==> src/rtl/serial_operand_serializer_if.sv <==
// Operand handshake and serial bit-pair stream between a producer and the serializer.
interface serial_operand_serializer_if #(
    parameter int unsigned W  = 8,
    parameter int unsigned LW = $clog2(W) + 1
);
    logic          in_valid;
    logic          in_ready;
    logic [W-1:0]  in_a;
    logic [W-1:0]  in_b;
    logic [LW-1:0] in_len;
    logic          hold;
    logic          vld;
    logic          a;
    logic          b;
    logic          last;
    logic          busy;

    modport master (
        output in_valid, in_a, in_b, in_len, hold,
        input  in_ready, vld, a, b, last, busy
    );

    modport slave (
        input  in_valid, in_a, in_b, in_len, hold,
        output in_ready, vld, a, b, last, busy
    );
endinterface

==> src/rtl/serial_operand_serializer.sv <==
// Streams two parallel operands LSB-first, one bit pair per cycle, with an active
// slot and a pending slot so consecutive operations run back-to-back.
module serial_operand_serializer #(
    parameter int unsigned W  = 8,
    parameter int unsigned LW = $clog2(W) + 1
) (
    input logic                         clk,
    input logic                         rst,
    serial_operand_serializer_if.slave  bus
);

    localparam logic [LW-1:0] WLen = LW'(W);

    logic [W-1:0]  sh_a_q, sh_a_d;
    logic [W-1:0]  sh_b_q, sh_b_d;
    logic [LW-1:0] cnt_q, cnt_d;
    logic          act_v_q, act_v_d;
    logic [W-1:0]  pa_q, pa_d;
    logic [W-1:0]  pb_q, pb_d;
    logic [LW-1:0] plen_q, plen_d;
    logic          pend_v_q, pend_v_d;

    logic [LW-1:0] eff_len;
    logic          vld;
    logic          last;
    logic          accept;
    logic          free;

    // Zero and out-of-range lengths both request a full-width operation.
    always_comb begin
        eff_len = bus.in_len;
        if (bus.in_len == '0 || bus.in_len > WLen) begin
            eff_len = WLen;
        end
    end

    always_comb begin
        vld          = act_v_q & ~bus.hold;
        last         = vld & (cnt_q == LW'(1));
        bus.vld      = vld;
        bus.last     = last;
        bus.a        = sh_a_q[0] & vld;
        bus.b        = sh_b_q[0] & vld;
        bus.in_ready = ~pend_v_q & ~rst;
        bus.busy     = act_v_q | pend_v_q;
        accept       = bus.in_valid & ~pend_v_q & ~rst;
        free         = ~act_v_q | last;
    end

    always_comb begin
        sh_a_d   = sh_a_q;
        sh_b_d   = sh_b_q;
        cnt_d    = cnt_q;
        act_v_d  = act_v_q;
        pa_d     = pa_q;
        pb_d     = pb_q;
        plen_d   = plen_q;
        pend_v_d = pend_v_q;

        if (vld && !last) begin
            sh_a_d = sh_a_q >> 1;
            sh_b_d = sh_b_q >> 1;
            cnt_d  = cnt_q - LW'(1);
        end

        if (free) begin
            if (pend_v_q) begin
                sh_a_d   = pa_q;
                sh_b_d   = pb_q;
                cnt_d    = plen_q;
                act_v_d  = 1'b1;
                pend_v_d = 1'b0;
            end else if (accept) begin
                sh_a_d  = bus.in_a;
                sh_b_d  = bus.in_b;
                cnt_d   = eff_len;
                act_v_d = 1'b1;
            end else begin
                act_v_d = 1'b0;
            end
        end else if (accept) begin
            pa_d     = bus.in_a;
            pb_d     = bus.in_b;
            plen_d   = eff_len;
            pend_v_d = 1'b1;
        end
    end

    always_ff @(posedge clk) begin
        if (rst) begin
            sh_a_q   <= '0;
            sh_b_q   <= '0;
            cnt_q    <= '0;
            act_v_q  <= 1'b0;
            pa_q     <= '0;
            pb_q     <= '0;
            plen_q   <= '0;
            pend_v_q <= 1'b0;
        end else begin
            sh_a_q   <= sh_a_d;
            sh_b_q   <= sh_b_d;
            cnt_q    <= cnt_d;
            act_v_q  <= act_v_d;
            pa_q     <= pa_d;
            pb_q     <= pb_d;
            plen_q   <= plen_d;
            pend_v_q <= pend_v_d;
        end
    end

endmodule

==> src/flat_wrapper.sv <==
// flat-port wrapper written by rule: the top's interface ports become plain ports
module serial_operand_serializer_flat 
#(
    parameter int unsigned W  = 8,
    parameter int unsigned LW = $clog2(W) + 1
)
  (clk, rst, bus_in_valid, bus_in_a, bus_in_b, bus_in_len, bus_hold, bus_in_ready, bus_vld, bus_a, bus_b, bus_last, bus_busy);
  serial_operand_serializer_if #(.W(W), .LW(LW)) bus_i ();
  input logic clk;
  input logic rst;
  input wire logic [$bits(bus_i.in_valid)-1:0] bus_in_valid;
  input wire logic [$bits(bus_i.in_a)-1:0] bus_in_a;
  input wire logic [$bits(bus_i.in_b)-1:0] bus_in_b;
  input wire logic [$bits(bus_i.in_len)-1:0] bus_in_len;
  input wire logic [$bits(bus_i.hold)-1:0] bus_hold;
  output wire logic [$bits(bus_i.in_ready)-1:0] bus_in_ready;
  output wire logic [$bits(bus_i.vld)-1:0] bus_vld;
  output wire logic [$bits(bus_i.a)-1:0] bus_a;
  output wire logic [$bits(bus_i.b)-1:0] bus_b;
  output wire logic [$bits(bus_i.last)-1:0] bus_last;
  output wire logic [$bits(bus_i.busy)-1:0] bus_busy;
  assign bus_i.in_valid = bus_in_valid;
  assign bus_i.in_a = bus_in_a;
  assign bus_i.in_b = bus_in_b;
  assign bus_i.in_len = bus_in_len;
  assign bus_i.hold = bus_hold;
  assign bus_in_ready = bus_i.in_ready;
  assign bus_vld = bus_i.vld;
  assign bus_a = bus_i.a;
  assign bus_b = bus_i.b;
  assign bus_last = bus_i.last;
  assign bus_busy = bus_i.busy;
  serial_operand_serializer #(.W(W), .LW(LW)) u_core (.clk(clk), .rst(rst), .bus(bus_i));
endmodule
==> config.mk <==
export PLATFORM = sky130hd
export DESIGN_NAME = serial_operand_serializer_flat
export DESIGN_NICKNAME = d
export VERILOG_FILES = /design/src/rtl/serial_operand_serializer_if.sv /design/src/rtl/serial_operand_serializer.sv /design/src/flat_wrapper.sv
export SDC_FILE = /design/constraint.sdc
export NUM_CORES = 1
export LEC_CHECK = 0
export BUFFER_PORTS_ARGS = -buffer_cell sky130_fd_sc_hd__buf_2
export CAP_MARGIN = 20
export CELL_PAD_IN_SITES_DETAIL_PLACEMENT = 1
export CELL_PAD_IN_SITES_GLOBAL_PLACEMENT = 1
export CORE_ASPECT_RATIO = 1.5
export CORE_MARGIN = 1.5
export CORE_UTILIZATION = 45
export CTS_CLUSTER_DIAMETER = 200
export CTS_CLUSTER_SIZE = 30
export DETAILED_ROUTE_END_ITERATION = 12
export PLACE_DENSITY = 0.94
export SYNTH_ARGS = -nofsm -noshare
export SYNTH_HDL_FRONTEND = slang
export SYNTH_SLANG_ARGS = --single-unit
==> constraint.sdc <==
create_clock -name clk -period 3.48 [get_ports clk]
set_input_delay 0.348 -clock clk [delete_from_list [all_inputs] [get_ports clk]]
set_output_delay 0.348 -clock clk [all_outputs]
set_load 0.1 [all_outputs]
Yosys cells after proc, flatten, opt, wreduce, memory -nomap -nowiden:

Cells that the tools add are included.

* add/sub/neg operators: 1
* $lt $le $gt $ge: 1
* eq/ne operators: 1
* mux-type cells: 15
* bitwise operators: 14
* reductions and logical operators: 6

Operator list (number)
* 8-bit 2-to-1 mux: 8
* 4-bit 2-to-1 mux: 5
* 1-bit bitwise AND: 7
* 1-bit inverter: 5
* 4-bit by 1-bit equality test with 1-bit output (second input constant): 1
* 4-bit greater-than comparator (second input constant): 1
* 4-bit zero test: 1
* 4-bit by 1-bit subtractor with 4-bit output (second input constant): 1
* 1-bit 2-to-1 mux: 2
* 1-bit OR: 2
* 2-bit AND reduction: 1
* 2-bit OR reduction: 1
* 1-bit logical AND: 1
* 1-bit zero test: 1
* 1-bit logical OR: 1

* register bits after elaboration: 42
* bits of input ports: 24

Longest topological paths before layout:

Gate-level depths: netlist of the first run.

* depth in word-level cells: 9
* gate-level depth with buffers: 8
* depth with buffers taken out: 6

Worst setup path after synthesis of the first run:

OpenSTA, ideal clock, no wires.

* path type: register to output
* start: reg u_core.cnt_q[0]
* end: out bus_last
* arrival: 2.299 ns
* path slack: 0.833 ns
* stages on the path, launching flop included: 4
* path buffers: 0
* cells stage by stage: dfxtp_1 > ha_1 > or3b_2 > nor2_1

* cells in the longest elaborated chain, start to end: 2

RTL lines
* start, declared: line serial_operand_serializer.sv:16 `logic [LW-1:0] cnt_q, cnt_d;`
* start signal, assigned: line serial_operand_serializer.sv:102 `cnt_q <= cnt_d;`
* 4-bit by 1-bit equality test with 1-bit output: line serial_operand_serializer.sv:39 `last = vld & (cnt_q == LW'(1));`
* 1-bit bitwise AND: line serial_operand_serializer.sv:39
* end, declared: line flat_wrapper.sv:20 `output wire logic [$bits(bus_i.last)-1:0] bus_last;`

No other way between the ends.

Final worst setup path of the first run:

Ends and elaborated chain as after synthesis.

==> run metrics, run 1 <==
run status complete, no violations; Slew headroom 0.3543; Final Power approximately 1 mW; Pre-antenna DRT Iters 4; CTS tree done; register clock-pin slew on the reported worst setup and hold paths about 90 ps; RSZ-0062 raised after global routing false; fmax between 400 and 500 MHz; Critical R2R Capture u_core.sh_a_q[4]; Tcrit/Tclk final 0.6790; share of layout cells above drive strength 1 0.2025; syn_area_per_cell slightly below 9 µm²; Resized Gates After CTS 0; first-pass GRT wire length 8.562 mm; startpoint types flop; GRT Resource Usage Total 0.2282; DR iter-0 viols 66; critical path class reg2out; min-delay worst type in2reg; Setup crit start u_core.cnt_q[0]; Max IR drop VDD ~290 µV; most common library cells after synthesis 42 x dfxtp_1, 25 x a21oi_1, 25 x nand2_1, 18 x o22ai_1, 17 x nand3_1; Leakage between 0.8 and 0.9 nW; critical path capture point type primary output; Critical Path Max Stage Delay roughly 490 ps; chip height approximately 84 µm; FF-to-FF setup slack approximately 1200 ps; vias per cell 6.184; EDFF count, synth 0; GRT overflow 0; Seq/Total Area, Yosys 0.4313; Finish-stage setup viols 0; top_reg_cell synth dfxtp_1; initial antenna violation count 0; Slew @ Worst Pin ~970 ps; clk_skew roughly 7.5 ps; ant diodes 0; Syn Nets between 200 and 250; Synth top area share 0.4313; Clock Tree Buf Depth 2; Warnings, synthesis 0; worst-path cell chain ha_1 > or3b_2 > nor2_1 > buf_2; Synth area leaders dfxtp_1 43%, mux2i_1 7.7%, a21oi_1 6.4%; Routed WL 5.235 mm; post-DP HPWL around 3.5 mm; I/O pin count 30; Rows 29; worst setup path endpoint bus_last; Cell Count, Final, Fillers Out approximately 290; dominant cell type by area after synthesis dfxtp_1; worst skew pair latency 300 ps; reg2reg path depth 5; clock sink count 42; core area 4209 µm²; vias ~1800; Mapped Cells 220; number of max-cap violations 0; Die W between 50 and 60 µm; H-Tree Depth 2; synthesized flop and latch total 42; CP top delay family simple AND/OR/NAND/NOR gates; Num CTS Buffers 5; Fin. Hold Viols 0; CTS root buf clkbuf_8; Netlist Area Pre-Place roughly 2000 µm²; Slew Viols, Final 0; Worst EP arrival approximately 2000 ps; port bufs 29; Final TNS setup 0 ps; Crit path depth 4; crit path time final between 2000 and 2500 ps; total die area 4744 µm²; slowest cell on the critical path or3b_2; post-synthesis async set-or-reset flop share 0; WHS between 300 and 400 ps; ANT nets after route 0; Worst Path Required about 3100 ps; core utilization of the finished layout 0.5146; Placed Cells 280; nets@finish around 270; Buf/Inv on CP 1; pwr dens 461.9 nW/µm²; Placer Congestion 0.7784; crit-path max FO 5; vias in the first global route ~1800; pin count of the biggest net entering global routing 33; count leader, synth dfxtp_1; RR Startpoint u_core.cnt_q[0]; area delta synth->final 11.10%; Post-CTS Setup Repair Bufs 0; hold_buf cts 0; Starting Density 0.4631; number of remaining DRC errors 0; WL per Instance 18.18 µm; Synth cell types 36
-- how the worst min path moves through the flow --
stage,from,endpoint,cells after the start,slack (ps)
floorplan,u_core.plen_q[0],u_core.plen_q[0],2,430
global placement,u_core.plen_q[1],u_core.plen_q[1],2,440
detailed placement,u_core.pb_q[0],u_core.pb_q[0],2,450
CTS,bus_in_a[5],u_core.pa_q[5],3,300
global route,bus_in_b[1],u_core.pb_q[1],3,310
finish,bus_in_a[5],u_core.pa_q[5],3,300
-- cell families (layout without fill, tap and decap cells) --
kind of cell,after synthesis,after routing,synth area share
AO/OA/AOI/OAI,68,68,0.2253
XOR/XNOR,1,1,0.004494
adder cells (fa/ha/maj),2,2,0.01283
buffers and inverters,21,43,0.05583
flip-flops,42,42,0.4313
multiplexers,15,15,0.07702
AND/OR/NAND/NOR,71,71,0.1932
-- where the power goes --
group / total, mW / switching, mW / internal (mW)
logic: 0.161 / 0.104 / 0.0568
registers: 0.521 / 0.0198 / 0.501
clock network: 0.318 / 0.176 / 0.142
total: 1.00 / 0.300 / 0.700
-- tightest hold or removal path, stage by stage --
cell and delay (ps):
buf_2 100, nand3_1 60, a21oi_1 50
-- state kept, by name, indices dropped and copies added (netlist names) --
name / flops
u_core.act_v_q: 1
u_core.sh_b_q: 8
u_core.plen_q: 4
u_core.pend_v_q: 1
u_core.pb_q: 8
u_core.pa_q: 8
u_core.cnt_q: 4
u_core.sh_a_q: 8
-- final cells by class --
cell class	instances	area, µm²
fill	520	2043
multi-input combinational	157	1006
sequential	42	840.8
timing repair buffer	31	160.2
clock buffer	6	72.57
tap	46	57.56
inverter	4	15.01
clock inverter	2	13.76
-- layer usage --
| metal | share of wire | wire length [µm] | vias up | track usage |
|---|---|---|---|---|
| met5 | 0 | 0 | - | 0 |
| met1 | 0.39 | 2064 | 877 | 0.2556 |
| li1 | - | - | 850 | - |
| met4 | 0.021 | 112 | 0 | 0.09514 |
| met2 | 0.55 | 2875 | 42 | 0.4112 |
| met3 | 0.035 | 182 | 12 | 0.04341 |
-- through the flow --
| step | worst slack [ps] | cell area, µm² |
|---|---|---|
| after global placement | 1348 | 2079 |
| after detailed placement | 1253 | 2079 |
| after global routing | 1033 | 2166 |
| final | 1117 | 2166 |
| after floorplan | 832.7 | 1949 |
| after CTS | 1118 | 2166 |
-- cell usage in the layout (no fill, tap or decap), types with 2 or more instances in the layout --
cell       n
nor4b_1    2
mux2i_1   15
buf_4      2
o21ai_0    2
dfxtp_1   42
a221oi_1   2
buf_2     29
nand2b_1   4
a21oi_1   25
and2_1     2
ha_1       2
a22o_1     2
nor2_1     5
nor3_1     5
nand2_1   25
or3b_2     4
clkbuf_8   5
o22ai_1   18
a22oi_1   15
nand3_1   17
inv_1      4
Note: power is estimated with default switching activity, not from simulation.
==> run 2, diff against run 1 <==
--- a/config.mk
+++ b/config.mk
@@ -11,11 +11,11 @@
 export CELL_PAD_IN_SITES_GLOBAL_PLACEMENT = 1
 export CORE_ASPECT_RATIO = 1.5
 export CORE_MARGIN = 1.5
-export CORE_UTILIZATION = 45
+export CORE_UTILIZATION = 42
 export CTS_CLUSTER_DIAMETER = 200
 export CTS_CLUSTER_SIZE = 30
 export DETAILED_ROUTE_END_ITERATION = 12
-export PLACE_DENSITY = 0.94
+export PLACE_DENSITY = 0.89
 export SYNTH_ARGS = -nofsm -noshare
 export SYNTH_HDL_FRONTEND = slang
 export SYNTH_SLANG_ARGS = --single-unit
==> constraint.sdc (replaced) <==
create_clock -name clk -period 2.44 [get_ports clk]
set_input_delay 0.244 -clock clk [delete_from_list [all_inputs] [get_ports clk]]
set_output_delay 0.244 -clock clk [all_outputs]
set_load 0.1 [all_outputs]
==> run 2 against run 1 <==
Effect of this change:
- register-to-register slack lost 1000 ps
- sequential share of layout area is 0.83 points lower
- worst setup slack got worse by 930 ps
- combinational power is 45% higher
- routed wire length shrank 7.0%
- largest cell class unchanged
- largest power group unchanged
==> run metrics, run 2 (same netlist as run 1, synthesis figures left out) <==
min-delay worst type in2reg; Int Pwr 1.105 mW (+58%); Rows 30 (+3.4%); clk_skew 11.36 ps (+3.897 ps); Fin. Hold Viols 0 (unchanged); vias per cell 5.945 (-3.9%); Final TNS setup 0 ps (unchanged); fmax between 400 and 500 MHz; WL per Instance 16.61 µm (-8.6%); Starting Density 0.4328 (-0.03036); share of layout cells above drive strength 1 0.2122 (+0.009766); DR iter-0 viols 59 (-11%); run status complete, no violations; port bufs 29 (unchanged); clock sink count 42 (unchanged); CTS tree done; commonest cells after routing, fill and taps aside 42 x dfxtp_1, 29 x buf_2, 25 x a21oi_1, 25 x nand2_1, 18 x o22ai_1; worst skew pair latency 300 ps (about the same); switching power 0.4062 mW (+35%); Die W 58.63 µm (+3.3%); Tcrit/Tclk final 0.9249; Max IR drop VDD 403.9 µV (+37%); Slew @ Worst Pin 649.7 ps (-317.6 ps); Slew headroom 0.5669 (+0.2126); hold_buf cts 0 (unchanged); Worst Hold Launch bus_in_b[1]; # fillers 554 (+6.5%); Post-CTS Setup Repair Bufs 0 (unchanged); FF/Latch Area 840.8 µm² (unchanged); Critical R2R Capture u_core.sh_a_q[0]; nets@finish 270 (+1.1%); Finish-stage setup viols 0 (unchanged); Num CTS Buffers 5 (unchanged); most common cell after layout, fill and taps aside dfxtp_1; Net Sw Frac 0.2688 (-0.03149); Multi-input gate area 1008 µm² (+0.25%); number of max-cap violations 0 (unchanged); crit-path max FO 16 (+11); chip height 86.44 µm (+3.4%); Routed WL 4.867 mm (-7.0%); Placer Congestion 0.7384 (-5.1%); part of the power in combinational logic 0.155 (-0.006); H-Tree Depth 2 (unchanged); Worst Path Required 2640 ps (-490 ps); startpoint types flop; CTS root buf clkbuf_8; first-pass GRT wire length 8.190 mm (-4.3%); crit path time final 2257 ps; Area after DPL 2107 µm² (+1.3%); Clock Tree Buf Depth 2 (unchanged); initial antenna violation count 0 (unchanged); critical path class reg2reg; Hold Path End u_core.pb_q[1]; RSZ-0062 raised after global routing false; pwr dens 682.9 nW/µm² (+48%); Seq pwr share 0.489 (-0.032); vias 1742 (-2.2%); GRT overflow 0 (unchanged); FF-to-FF setup slack 180 ps (-1000 ps); GRT Resource Usage Total 0.2104 (-0.01779); RR Startpoint u_core.cnt_q[0]; core area 4504 µm² (+7.0%); register clock-pin slew on the reported worst setup and hold paths 80 ps (about the same); ANT nets after route 0 (unchanged); clock share of power 0.357 (+0.039); area delta synth->final 13.54%; Final Power 1.511 mW (+51%); critical path capture point type flop; Worst EP arrival 2460 ps (+440 ps); number of remaining DRC errors 0 (unchanged); pin count of the biggest net entering global routing 33 (unchanged); Resized Gates After CTS 0 (unchanged); total die area 5068 µm² (+6.8%); Final Cell Area 2213 µm² (+2.2%); reg2reg path depth 5 (unchanged); Slew Viols, Final 0 (unchanged); vias in the first global route 1743 (-1.3%); I/O pin count 30 (unchanged); ant diodes 0 (unchanged); Leakage 0.8580 nW (+2.6%); hold path depth 3 (unchanged); post-DP HPWL 3.476 mm (+0.48%); Pre-antenna DRT Iters 4 (unchanged)
run 2: cell types whose count changed in the layout (fill, tap and decap cells not counted):
cell and change:
bufinv_16 +1, clkinv_2 -1, buf_4 +3, nor2_2 +1
nor2_1 -1, clkinv_4 -1, clkbuf_1 +1
run 2: critical path, stage by stage (launching register included):
cell and delay (ps):
dfxtp_1 410, ha_1 240, or4b_4 510, nand2_1 230, nand2b_1 410, o22ai_1 370
run 2: how the worst max path moves through the flow:
stage / start / endpoint / depth (start not counted)
floorplan: u_core.act_v_q / bus_a / 3
global placement: u_core.cnt_q[0] / u_core.cnt_q[3] / 5
detailed placement: u_core.cnt_q[0] / u_core.sh_a_q[0] / 5
CTS: u_core.cnt_q[0] / u_core.sh_a_q[0] / 5
global route: u_core.cnt_q[0] / u_core.sh_a_q[0] / 5
finish: u_core.cnt_q[0] / u_core.sh_a_q[0] / 5
run 2: area by class of cell:
type	count	share of cell area
flip-flops and latches	42	0.3799
inverters	4	0.006784
repair buffers	34	0.08253
clock inverters	1	0.01357
well taps	48	0.02713
multi-input cells	157	0.4556
clock buffers	7	0.03448
run 2: power by group through the flow:
stage          logic, mW  clock network [mW]  registers, mW
2_1_floorplan      0.180                   0          0.745
3_3_place_gp       0.227                   0          0.752
3_5_place_dp       0.234                   0          0.754
4_1_cts            0.236               0.550          0.738
5_1_grt            0.257               0.578          0.742
6_report           0.234               0.539          0.738
run 2: through the flow:
step	hold WS (ps)	setup slack (ps)	cells	utilization
floorplan	391.5	143.5	220	-
global placement	440.8	442.7	285	0.4678
detailed placement	447.3	282.1	285	0.4678
CTS	197.9	213.1	293	0.4914
global route	209.0	18.13	293	0.4914
finish	199.2	183.2	293	0.4914
run 2: metal layers:
layer  part of all wire  GRT usage  vias up
li1                   -          -      856
met1               0.42     0.2336      836
met2               0.53     0.3718       37
met3              0.030    0.04627       13
met4              0.024    0.09917        0
met5                  0          0        -
